File: src/rtl/cell_test_pkg.sv
// Shared FSM encoding, field widths and vector helper for the standard-cell self-test sequencer.
package cell_test_pkg;

  localparam int NIN_W    = 2;
  localparam int VEC_W    = 3;
  localparam int TT_W     = 8;
  localparam int CUT_IN_W = 3;

  typedef enum logic [2:0] {
    ST_IDLE,
    ST_DRIVE,
    ST_SETTLE,
    ST_SAMPLE,
    ST_DONE
  } state_t;

  // Highest input vector for a cell with nin inputs (2^nin - 1).
  function automatic logic [VEC_W-1:0] last_vec(input logic [NIN_W-1:0] nin);
    case (nin)
      2'd0:    last_vec = 3'd0;
      2'd1:    last_vec = 3'd1;
      2'd2:    last_vec = 3'd3;
      default: last_vec = 3'd7;
    endcase
  endfunction

endpackage

File: src/rtl/cell_test_next_cell.sv
// Combinational lowest-index search for the next enabled cell after cur (or at cur when incl_cur).
// none is raised when no enabled cell remains; zero latency, no flow control.
module cell_test_next_cell #(
  parameter int NCELLS = 11
) (
  input  logic [NCELLS-1:0] en,
  input  logic [3:0]        cur,
  input  logic              incl_cur,
  output logic [3:0]        nxt,
  output logic              none
);

  always_comb begin
    nxt  = '0;
    none = 1'b1;
    for (int i = 0; i < NCELLS; i++) begin
      if (none && en[i] && ((i > int'(cur)) || (incl_cur && (i == int'(cur))))) begin
        nxt  = 4'(i);
        none = 1'b0;
      end
    end
  end

endmodule

File: src/rtl/cell_test_sequencer.sv
// Self-test sequencer: walks every input vector of each enabled CUT, settles, samples and scores it.
// Per-vector latency settle+2 cycles (settle+4 with the CELL_TEST_SYNC_EN output synchronizer); start ignored while busy.
module cell_test_sequencer
  import cell_test_pkg::*;
#(
  parameter int NCELLS = 11,
  parameter int CNT_W  = 16
) (
  input  logic                       wb_clk_i,
  input  logic                       wb_rst_i,
  input  logic                       start_i,
  input  logic [7:0]                 settle_i,
  input  logic [NIN_W*NCELLS-1:0]    nin_i,
  input  logic [TT_W*NCELLS-1:0]     tt_i,
  input  logic [NCELLS-1:0]          cut_out_i,
  output logic [CUT_IN_W*NCELLS-1:0] cut_in_o,
  output logic                       busy_o,
  output logic                       done_o,
  output logic [NCELLS-1:0]          pass_o,
  output logic [CNT_W-1:0]           fail_cnt_o,
  output logic [3:0]                 cur_cell_o,
  output logic [VEC_W-1:0]           cur_vec_o
);

  state_t                  state_q, state_d;
  logic [3:0]              cell_q, cell_d;
  logic [VEC_W-1:0]        vec_q, vec_d;
  logic [8:0]              cnt_q, cnt_d;
  logic [7:0]              settle_q, settle_d;
  logic [NIN_W*NCELLS-1:0] nin_q, nin_d;
  logic [TT_W*NCELLS-1:0]  tt_q, tt_d;
  logic [NCELLS-1:0]       pass_q, pass_d;
  logic [CNT_W-1:0]        fail_q, fail_d;

  logic [NCELLS-1:0] en_live, en_cap, srch_en, cell_hot, cut_src;
  logic [3:0]        srch_nxt;
  logic              srch_none;
  logic [NIN_W-1:0]  cur_nin;
  logic [TT_W-1:0]   cur_tt;
  logic [8:0]        settle_load;
  logic              y_cmp;

`ifdef CELL_TEST_SYNC_EN
  logic [NCELLS-1:0] sync1_q, sync2_q;

  always_ff @(posedge wb_clk_i) begin
    if (wb_rst_i) begin
      sync1_q <= '0;
      sync2_q <= '0;
    end else begin
      sync1_q <= cut_out_i;
      sync2_q <= sync1_q;
    end
  end

  // Two extra settle cycles cover the synchronizer delay.
  assign cut_src     = sync2_q;
  assign settle_load = {1'b0, settle_q} + 9'd2;
`else
  assign cut_src     = cut_out_i;
  assign settle_load = {1'b0, settle_q};
`endif

  always_comb begin
    en_live  = '0;
    en_cap   = '0;
    cell_hot = '0;
    cur_nin  = '0;
    cur_tt   = '0;
    for (int c = 0; c < NCELLS; c++) begin
      en_live[c] = |nin_i[c*NIN_W +: NIN_W];
      en_cap[c]  = |nin_q[c*NIN_W +: NIN_W];
      if (cell_q == 4'(c)) begin
        cell_hot[c] = 1'b1;
        cur_nin     = nin_q[c*NIN_W +: NIN_W];
        cur_tt      = tt_q[c*TT_W +: TT_W];
      end
    end
  end

  assign y_cmp   = |(cut_src & cell_hot);
  assign srch_en = (state_q == ST_IDLE) ? en_live : en_cap;

  cell_test_next_cell #(.NCELLS(NCELLS)) u_next_cell (
    .en       (srch_en),
    .cur      ((state_q == ST_IDLE) ? 4'd0 : cell_q),
    .incl_cur (state_q == ST_IDLE),
    .nxt      (srch_nxt),
    .none     (srch_none)
  );

  always_comb begin
    state_d  = state_q;
    cell_d   = cell_q;
    vec_d    = vec_q;
    cnt_d    = cnt_q;
    settle_d = settle_q;
    nin_d    = nin_q;
    tt_d     = tt_q;
    pass_d   = pass_q;
    fail_d   = fail_q;
    case (state_q)
      ST_IDLE: begin
        if (start_i) begin
          settle_d = settle_i;
          nin_d    = nin_i;
          tt_d     = tt_i;
          pass_d   = en_live;
          fail_d   = '0;
          cell_d   = srch_nxt;
          vec_d    = '0;
          state_d  = srch_none ? ST_DONE : ST_DRIVE;
        end
      end
      ST_DRIVE: begin
        cnt_d   = settle_load;
        state_d = (settle_load == 9'd0) ? ST_SAMPLE : ST_SETTLE;
      end
      ST_SETTLE: begin
        if (cnt_q <= 9'd1) state_d = ST_SAMPLE;
        else               cnt_d   = cnt_q - 9'd1;
      end
      ST_SAMPLE: begin
        if (y_cmp != cur_tt[vec_q]) begin
          pass_d = pass_q & ~cell_hot;
          if (fail_q != '1) fail_d = fail_q + CNT_W'(1);
        end
        if (vec_q < last_vec(cur_nin)) begin
          vec_d   = vec_q + 3'd1;
          state_d = ST_DRIVE;
        end else begin
          vec_d = '0;
          if (srch_none) begin
            state_d = ST_DONE;
          end else begin
            cell_d  = srch_nxt;
            state_d = ST_DRIVE;
          end
        end
      end
      ST_DONE: state_d = ST_IDLE;
      default: state_d = ST_IDLE;
    endcase
  end

  always_ff @(posedge wb_clk_i) begin
    if (wb_rst_i) begin
      state_q  <= ST_IDLE;
      cell_q   <= '0;
      vec_q    <= '0;
      cnt_q    <= '0;
      settle_q <= '0;
      nin_q    <= '0;
      tt_q     <= '0;
      pass_q   <= '0;
      fail_q   <= '0;
    end else begin
      state_q  <= state_d;
      cell_q   <= cell_d;
      vec_q    <= vec_d;
      cnt_q    <= cnt_d;
      settle_q <= settle_d;
      nin_q    <= nin_d;
      tt_q     <= tt_d;
      pass_q   <= pass_d;
      fail_q   <= fail_d;
    end
  end

  // Only the active cell is driven, and only while a vector is in flight.
  always_comb begin
    cut_in_o = '0;
    if (state_q inside {ST_DRIVE, ST_SETTLE, ST_SAMPLE}) begin
      for (int c = 0; c < NCELLS; c++) begin
        if (cell_hot[c]) cut_in_o[c*CUT_IN_W +: CUT_IN_W] = vec_q & last_vec(cur_nin);
      end
    end
  end

  assign busy_o     = (state_q != ST_IDLE);
  assign done_o     = (state_q == ST_DONE);
  assign pass_o     = pass_q;
  assign fail_cnt_o = fail_q;
  assign cur_cell_o = cell_q;
  assign cur_vec_o  = vec_q;

endmodule

File: config.mk
export PLATFORM = sky130hd
export DESIGN_NAME = cell_test_sequencer
export DESIGN_NICKNAME = d
export VERILOG_FILES = /design/src/rtl/cell_test_pkg.sv /design/src/rtl/cell_test_next_cell.sv /design/src/rtl/cell_test_sequencer.sv
export SDC_FILE = /design/constraint.sdc
export NUM_CORES = 1
export LEC_CHECK = 0
export BUFFER_PORTS_ARGS = -buffer_cell sky130_fd_sc_hd__buf_2
export CAP_MARGIN = 25
export CELL_PAD_IN_SITES_DETAIL_PLACEMENT = 2
export CELL_PAD_IN_SITES_GLOBAL_PLACEMENT = 2
export CORE_UTILIZATION = 30
export CTS_CLUSTER_DIAMETER = 50
export DETAILED_ROUTE_END_ITERATION = 10
export PLACE_DENSITY = 0.78
export RECOVER_POWER = 100
export SLEW_MARGIN = 20
export SYNTH_ARGS = -nofsm -noshare
export SYNTH_HDL_FRONTEND = slang
export SYNTH_SLANG_ARGS = --single-unit
File: constraint.sdc
create_clock -name wb_clk_i -period 3.74 [get_ports wb_clk_i]
set_input_delay 0.374 -clock wb_clk_i [delete_from_list [all_inputs] [get_ports wb_clk_i]]
set_output_delay 0.374 -clock wb_clk_i [all_outputs]
set_load 0.05 [all_outputs]
==> impl_metrics.toml, run 1 <==
[yosys]
synth_cells = 1159
synth.ff_latch_count = 164
synth.yosys.seq_area_share_pct = 38.2
netlist_area_sq_um = 8600
avgSynthCellArea_sq_um = 7.42
ys_warn_count = 0
synth_cell_types = 74
async_reset_ff_share_pct = 0
syn_nets = 1299
ys.flop_type = "dfxtp_1"
synth_enable_flop_cells = 0

[routing]
drtIter0Drc = 444
wire_per_inst_um = 20.6
vias_per_cell = 5.41
postRouteAntennaNets = 0
first_pass_iters = 5
vias = 9273
drc = 0
routed_wirelength_um = 35400

[timing]
relSlewSlack_pct = 12.1
clock_skew_ns = 0.0112
max_slew.worst_pin.slew_ns = 1.32
setup_slack_ns = 0.166
drv_slew = 0
rsz0062_at_grt = "false"
fin_crit_sh_pct = 95.6
period_needed_ns = 3.57
fmax_ghz = 0.280
setup_viol = 0
hold_viol = 0
finalSetupTns_ns = 0

[global_routing]
grt_pass1_vias = 9598
grt_pass1_wl_um = 54300
grt_overflow_total = 0
grt.total_usage_pct = 24.0
antenna_found_initial = 1
grt_max_degree = 96

[setup_path]
rr_worst_depth = 12
end_kind = "output port"
cp.arrival_ns = 3.20
startpoint_type = "flip-flop"
critPathKind = "reg2out"
required_ns = 3.37
cp_max_fo = 14

[power]
cellPowerDensity_nw_per_um2 = 726
ir_drop_uv = 351
leakage_uw = 0.00404

[job]
max_cap_violations = 0

[placement]
gp_congestion = 0.857
post-dp-hpwl_um = 25900
detailedPlace.worstSlack_ns = 0.138
dp_cells = 1679
port_buffers = 200

[floorplan]
die_area_sq_um = 29300
core_area_sq_um = 28000
die_w_um = 171
fp-row-count = 61
start_util_pct = 30.7
io_pins = 201
dieHeight_um = 171

[final_layout]
drive_above_1_share_pct = 19.4
stdcell_count = 1715
nNetsFinal = 1464
area_growth_pct = 23.6
diodes = 0

[clocking]
cts_tree = "done"
htree_levels = 4
cts_root_buf = "clkbuf_16"
path_clk_slew_ns = 0.07
cts.sinks = 164
insertion_delay_ns = 0.44
clk_path_buf_depth = 2
cts_buffers = 17
cts_hold_buf = 0

[status]
status = "finished clean"

[hold_path]
hold_class = "in2reg"
min_path_cells = 3
final timing paths:
kind / startpoint / endpoint / slack (ns)
min: tt_i[79] / tt_q[79]$_SDFFE_PP0P_ / 0.17
max reg2reg: cur_cell_o[1]$_SDFFE_PP0P_ / fail_cnt_o[12]$_SDFFE_PP0P_ / 0.23
min reg2reg: tt_q[32]$_SDFFE_PP0P_ / tt_q[32]$_SDFFE_PP0P_ / 0.46
max: cur_cell_o[0]$_SDFFE_PP0P_ / cut_in_o[32] / 0.17
per-stage QoR:
step	hold slack, ns	cell area [sq um]	total power [uW]	utilization (%)
2_1_floorplan	0.431	8600	4570	-
3_3_place_gp	0.444	9960	5540	35.6
3_5_place_dp	0.451	9960	5650	35.6
4_1_cts	0.155	10600	7750	38.0
5_1_grt	0.167	10600	8160	37.9
6_report	0.166	10600	7720	37.9
Yosys cell counts (4+ instances only):
library cell | n | area (sq um)
a22o_1 | 8 | 70.1
a211oi_1 | 11 | 82.6
nor2_1 | 79 | 297
dfxtp_1 | 164 | 3280
or3_1 | 8 | 50.1
nand2b_1 | 15 | 93.8
mux2_2 | 10 | 113
o21ai_0 | 38 | 190
mux2i_1 | 10 | 100
a31oi_1 | 11 | 68.8
nand2_1 | 271 | 1020
buf_2 | 16 | 80.1
a2bb2oi_1 | 5 | 43.8
nor4_1 | 8 | 50.1
nor2b_1 | 8 | 50.1
or2_2 | 6 | 37.5
and2_1 | 13 | 81.3
ha_1 | 8 | 100
clkbuf_1 | 66 | 248
inv_1 | 16 | 60.1
o32ai_1 | 4 | 35.0
nand4b_1 | 4 | 35.0
and3_1 | 20 | 125
or4_1 | 12 | 90.1
a21oi_1 | 177 | 886
o21a_1 | 4 | 30.0
nor3_1 | 11 | 55.1
nand4_1 | 5 | 31.3
buf_6 | 6 | 67.6
a221oi_1 | 9 | 78.8
o22ai_1 | 10 | 62.6
a22oi_1 | 8 | 60.1
nor3b_1 | 6 | 45.0
nand3_1 | 25 | 125
o31ai_1 | 14 | 105
o211ai_1 | 10 | 75.1
logic make-up after synthesis:
kind of cell / synth area share [%]
AO/OA/AOI/OAI: 24.3
buffers and inverters: 5.65
multiplexers: 3.13
adder cells (fa/ha/maj): 1.16
flip-flops: 38.2
XOR/XNOR: 0.204
AND/OR/NAND/NOR: 27.4
sequential cells by signal, indices dropped and copies added, names as in the netlist:
name,count
cur_vec_o,3
state_q,3
pass_o,11
fail_cnt_o,16
settle_q,8
nin_q,22
cnt_q,9
cur_cell_o,4
tt_q,88
critical path, stage by stage, from the launching register on:
cell and delay (ns):
dfxtp_4 0.47, inv_2 0.06, or3_1 0.36, a31o_2 0.25, a211o_1 0.36, or2_2 0.34
inv_1 0.07, ha_2 0.29, nand2_1 0.14, nor2_1 0.13, buf_2 0.28
placed cells by master, fill, tap and decap left out, drive strengths merged, types with 6 or more instances in the layout:
master    n
a21oi   178
a221oi   10
a31oi    11
mux2     11
ha        8
or4      12
nand3    25
nor2b     8
and2     13
and3     20
nor4      8
o22ai    10
clkbuf   88
a211oi   11
inv      21
buf     169
o211ai   10
nand2   271
a22oi     8
a22o      8
mux2i    10
or2       6
nor3     14
or3       8
nor2     81
o21ai    40
o31ai    14
dfxtp   164
nor3b     6
nand2b   15
power breakdown:
part	internal [uW]	switching, uW
clock	1240	806
sequential	2090	342
combinational	1040	2200
total	4370	3350
metal layers:
layer,up-vias,part of all wire (%),routed length (um),track usage [%]
li1,4417,-,-,-
met1,4587,45,16000,31.0
met2,225,48,17200,41.1
met3,44,4.2,1480,3.27
met4,0,2.1,733,8.00
met5,-,0,0,0
timing repair:
item                       4_1_cts  5_1_grt
pin swaps                        0        1
gates cloned                     0        0
setup buffers                    0        3
gates resized for setup          2        5
setup endpoints to repair        8       14
layout make-up:
type / instances / area, sq um
sequential: 164 / 3290
clock inverter: 13 / 220
multi-input combinational: 885 / 4850
timing repair buffer: 238 / 1270
inverter: 18 / 67.6
clock buffer: 19 / 453
tap: 378 / 473
fill: 3369 / 17400
Power figures use the tool's default switching activity.
==> run 2, diff against run 1 <==
--- a/config.mk
+++ b/config.mk
@@ -14,6 +14,7 @@
 export DETAILED_ROUTE_END_ITERATION = 10
 export PLACE_DENSITY = 0.78
 export RECOVER_POWER = 100
+export SETUP_SLACK_MARGIN = 0.05
 export SLEW_MARGIN = 20
 export SYNTH_ARGS = -nofsm -noshare
 export SYNTH_HDL_FRONTEND = slang
==> constraint.sdc (replaced) <==
create_clock -name wb_clk_i -period 3.74 [get_ports wb_clk_i]
set_input_delay 0.187 -clock wb_clk_i [delete_from_list [all_inputs] [get_ports wb_clk_i]]
set_output_delay 0.187 -clock wb_clk_i [all_outputs]
set_load 0.05 [all_outputs]
==> impl_metrics.toml, run 2 (synthesis results as in run 1) <==
[clocking]
path_clk_slew_ns = 0.07
cts_root_buf = "clkbuf_16"
cts_buffers = 17
clk_path_buf_depth = 2
htree_levels = 4
cts_tree = "done"
insertion_delay_ns = 0.44
cts.sinks = 164

[power]
cellPowerDensity_nw_per_um2 = 681
leakage_uw = 0.00417
ir_drop_uv = 310
power.total_uw = 7520

[floorplan]
die_w_um = 171
io_pins = 201
core_area_sq_um = 28000
start_util_pct = 30.7
die_area_sq_um = 29300
dieHeight_um = 171
fp-row-count = 61

[timing]
fin_crit_sh_pct = 94.8
clock_skew_ns = 0.0117
max_slew.worst_pin.slew_ns = 1.50
drv_slew = 0
setup_slack_ns = 0.194
period_needed_ns = 3.55
rsz0062_at_grt = "false"
hold_viol = 0
relSlewSlack_pct = 0.0601
fmax_ghz = 0.282
finalSetupTns_ns = 0
setup_viol = 0

[setup_path]
cpPeakStageDelay_ns = 0.52
critPathMostFrequentCell = "nand2_1"
end_kind = "output port"
critPathKind = "reg2out"
startpoint_type = "flip-flop"
required_ns = 3.55
rr_worst_depth = 12
cp_cell_sequence = "nor2b_1 -> buf_4 -> nand2_1 -> o22ai_1 -> or3_1 -> or2_2 -> inv_1 -> ha_2 -> nand2_1 -> nor2_1 -> clkbuf_2"
cp.arrival_ns = 3.36
cpMaxStageDelayCell = "dfxtp_2"
cp_max_fo = 14

[global_routing]
grt_overflow_total = 0
grt_pass1_wl_um = 57200
antenna_found_initial = 1
grt_max_degree = 96
grt.total_usage_pct = 25.4
grt_pass1_vias = 10000

[final_layout]
drive_above_1_share_pct = 17.7
area_growth_pct = 28.4
stdcell_count = 1769
largest_register_ff_count = 88
num-fill-cells = 3321
nNetsFinal = 1517
largest_register = "tt_q"
layout_common_cells = "nand2_1, a21oi_1, dfxtp_1"
final_common_cell = "nand2_1"

[routing]
drtIter0Drc = 608
wire_per_inst_um = 21.1
routed_wirelength_um = 37300
vias = 9551
first_pass_iters = 5
vias_per_cell = 5.40
drc = 0
postRouteAntennaNets = 0

[hold_path]
hold_class = "in2reg"
min_path_cells = 3

[status]
status = "finished with violations"
violations = "capacitance limit"

[placement]
port_buffers = 200
dp_cells = 1679
gp_congestion = 0.856
detailedPlace.worstSlack_ns = 0.170
post-dp-hpwl_um = 25700

[job]
max_cap_violations = 1
run 2: layout make-up:
class / count / area (sq um) / share of cell area (%)
sequential: 164 / 3290 / 29.8
clock buffer: 18 / 439 / 3.98
inverter: 18 / 67.6 / 0.612
timing repair buffer: 291 / 1780 / 16.1
antenna: 1 / 2.50 / 0.0227
clock inverter: 14 / 143 / 1.29
multi-input combinational: 885 / 4850 / 43.9
tap: 378 / 473 / 4.28
run 2: metal layers:
layer	up-vias	GRT usage, %	wire (um)
met4	0	5.98	490
met1	4759	32.5	16700
met5	-	0	0
met3	30	3.82	1640
met2	234	44.6	18400
li1	4528	-	-
run 2: final timing paths:
kind | from | endpoint | slack, ns
min | tt_i[78] | tt_q[78]$_SDFFE_PP0P_ | 0.006
min reg2reg | tt_q[77]$_SDFFE_PP0P_ | tt_q[77]$_SDFFE_PP0P_ | 0.47
max reg2reg | cur_cell_o[0]$_SDFFE_PP0P_ | cur_cell_o[2]$_SDFFE_PP0P_ | 0.28
max | cur_cell_o[0]$_SDFFE_PP0P_ | cut_in_o[32] | 0.19
run 2: critical path: cells and delay by family, from the launching register on:
kind            cells  cell delay (ns)
simple gates        6             1.38
buf+inv             3             0.57
flops               1             0.52
fa+ha+maj           1             0.30
compound gates      1             0.14
run 2: through the flow:
step	hold WS (ns)	area (sq um)	util, %
floorplan	0.318	8600	-
global placement	0.432	9960	35.6
detailed placement	0.440	9960	35.6
CTS	0.0000190	11100	39.7
global route	0.00338	11000	39.4
finish	0.00624	11000	39.4
run 2: what timing repair did:
action | in CTS | in global routing
buffers inserted | 0 | 0
gates resized for setup | 2 | 3
endpoints found under the hold margin | 57 | 0
endpoints found under the setup margin | 1 | 12
hold buffers | 57 | 0
run 2: power breakdown:
part           internal (uW)  switching (uW)
registers               2090             352
clock network            957             836
logic                   1060            2230
==> run 3, diff against run 2 <==
==> constraint.sdc (replaced) <==
create_clock -name wb_clk_i -period 3.74 [get_ports wb_clk_i]
set_input_delay 0.935 -clock wb_clk_i [delete_from_list [all_inputs] [get_ports wb_clk_i]]
set_output_delay 0.935 -clock wb_clk_i [all_outputs]
set_load 0.01 [all_outputs]
==> impl_metrics.toml, run 3 (synthesis results as in run 1) <==
[routing]
postRouteAntennaNets = 0
vias = 9360
first_pass_iters = 5
routed_wirelength_um = 36000
vias_per_cell = 5.41
drtIter0Drc = 543
wire_per_inst_um = 20.8
drc = 0

[placement]
dp_cells = 1694
gp_congestion = 0.837
port_buffers = 200
placed_area_sq_um = 10100
post-dp-hpwl_um = 26400

[global_routing]
grt.total_usage_pct = 24.6
antenna_found_initial = 0
grt_max_degree = 79
grt_overflow_total = 0
grt_pass1_wl_um = 55500
grt_pass1_vias = 9731

[timing]
clock_skew_ns = 0.0180
relSlewSlack_pct = -23.2
fin_crit_sh_pct = 97.9
drv_slew = 45
rsz0062_at_grt = "true"
fmax_ghz = 0.273
finalSetupTns_ns = 0
hold_viol = 0
max_slew.worst_pin.slew_ns = 1.85
setup_viol = 0
period_needed_ns = 3.66

[final_layout]
largest_register_ff_count = 88
largest_register = "tt_q"
final_common_cell = "nand2_1"
layout_common_cells = "nand2_1, a21oi_1, dfxtp_1"
nNetsFinal = 1479
stdcell_count = 1730
diodes = 0
design_area_sq_um = 10700
area_growth_pct = 24.4
drive_above_1_share_pct = 21.5
num-fill-cells = 3381

[hold_path]
hold_class = "reg2reg"
hp-start = "tt_q[17]$_SDFFE_PP0P_"

[setup_path]
cp-endpoint = "cut_in_o[29]"
cp_max_fo = 8
critPathKind = "reg2out"
startpoint_type = "flip-flop"
end_kind = "output port"
cp.arrival_ns = 2.73
required_ns = 2.80
rr_worst_depth = 13
rr_startpoint = "cur_cell_o[1]$_SDFFE_PP0P_"
timing.rr.end = "fail_cnt_o[3]$_SDFFE_PP0P_"
worstSetupStartpoint = "cur_cell_o[0]$_SDFFE_PP0P_"
ff2ff_setup_slack_ns = 0.21

[power]
cellPowerDensity_nw_per_um2 = 693
ir_drop_uv = 327
power.total_uw = 7420
leakage_uw = 0.00412

[floorplan]
core_area_sq_um = 28000
die_area_sq_um = 29300
start_util_pct = 30.7
dieHeight_um = 171
fp-row-count = 61
io_pins = 201
die_w_um = 171

[clocking]
clk_path_buf_depth = 2
path_clk_slew_ns = 0.06
insertion_delay_ns = 0.44
htree_levels = 4
cts.sinks = 164
cts_tree = "done"
cts_buffers = 17
cts_root_buf = "clkbuf_16"

[status]
violations = "capacitance limit, slew limit"
status = "finished with violations"

[job]
max_cap_violations = 1
==> run 3: cell type report <==
| type | instances | area, sq um | share of cell area [%] |
|---|---|---|---|
| flip-flops and latches | 164 | 3290 | 30.8 |
| clock buffers | 19 | 433 | 4.05 |
| clock inverters | 13 | 146 | 1.37 |
| inverters | 18 | 67.6 | 0.632 |
| repair buffers | 253 | 1390 | 13.0 |
| well taps | 378 | 473 | 4.42 |
| multi-input cells | 885 | 4900 | 45.8 |
==> run 3: worst min-delay path by stage <==
stage,end,slack (ns),depth (start not counted)
2_1_floorplan,tt_q[2]$_SDFFE_PP0P_,0.43,2
3_3_place_gp,tt_q[83]$_SDFFE_PP0P_,0.44,2
3_5_place_dp,tt_q[38]$_SDFFE_PP0P_,0.45,2
4_1_cts,tt_q[29]$_SDFFE_PP0P_,0.46,2
5_1_grt,tt_q[40]$_SDFFE_PP0P_,0.49,2
6_report,tt_q[17]$_SDFFE_PP0P_,0.46,2
==> run 3: per-stage QoR <==
| stage | hold WS, ns | util [%] | setup WS (ns) |
|---|---|---|---|
| 4_1_cts | 0.464 | 38.3 | 0.0528 |
| 5_1_grt | 0.487 | 38.2 | 0.00596 |
| 6_report | 0.464 | 38.2 | 0.0774 |
| 3_3_place_gp | 0.444 | 36.0 | 0.154 |
| 3_5_place_dp | 0.451 | 36.0 | 0.0357 |
| 2_1_floorplan | 0.431 | - | 0.332 |
==> run 3: critical path, stage by stage, from the launching register on <==
cell and delay (ns):
dfxtp_4 0.41, inv_2 0.06, or3_1 0.37, a31o_2 0.25, a211o_1 0.32, or2_4 0.26, inv_2 0.07, ha_4 0.21
nand2_4 0.09, nor2_1 0.11, clkbuf_2 0.14
==> run 3: power by group <==
group          switching [uW]  leakage, uW  internal [uW]
logic                    2100      0.00250           1130
registers                 317      0.00134           2090
clock network             793     0.000279            994
total                    3210      0.00412           4210
==> run 3: routing by layer <==
| metal | up-vias | wire length (um) | GRT usage (%) | share of wire (%) |
|---|---|---|---|---|
| met5 | - | 0 | 0 | 0 |
| met4 | 0 | 697 | 7.10 | 1.9 |
| met3 | 36 | 1420 | 3.59 | 3.9 |
| met2 | 216 | 17500 | 42.4 | 49 |
| met1 | 4676 | 16400 | 31.7 | 46 |
| li1 | 4432 | - | - | - |
==> run 3: what timing repair did <==
item,in CTS,in global routing
hold buffers,0,0
setup buffers,4,0
pin swaps,1,0
setup endpoints to repair,33,33
gates resized for setup,11,9
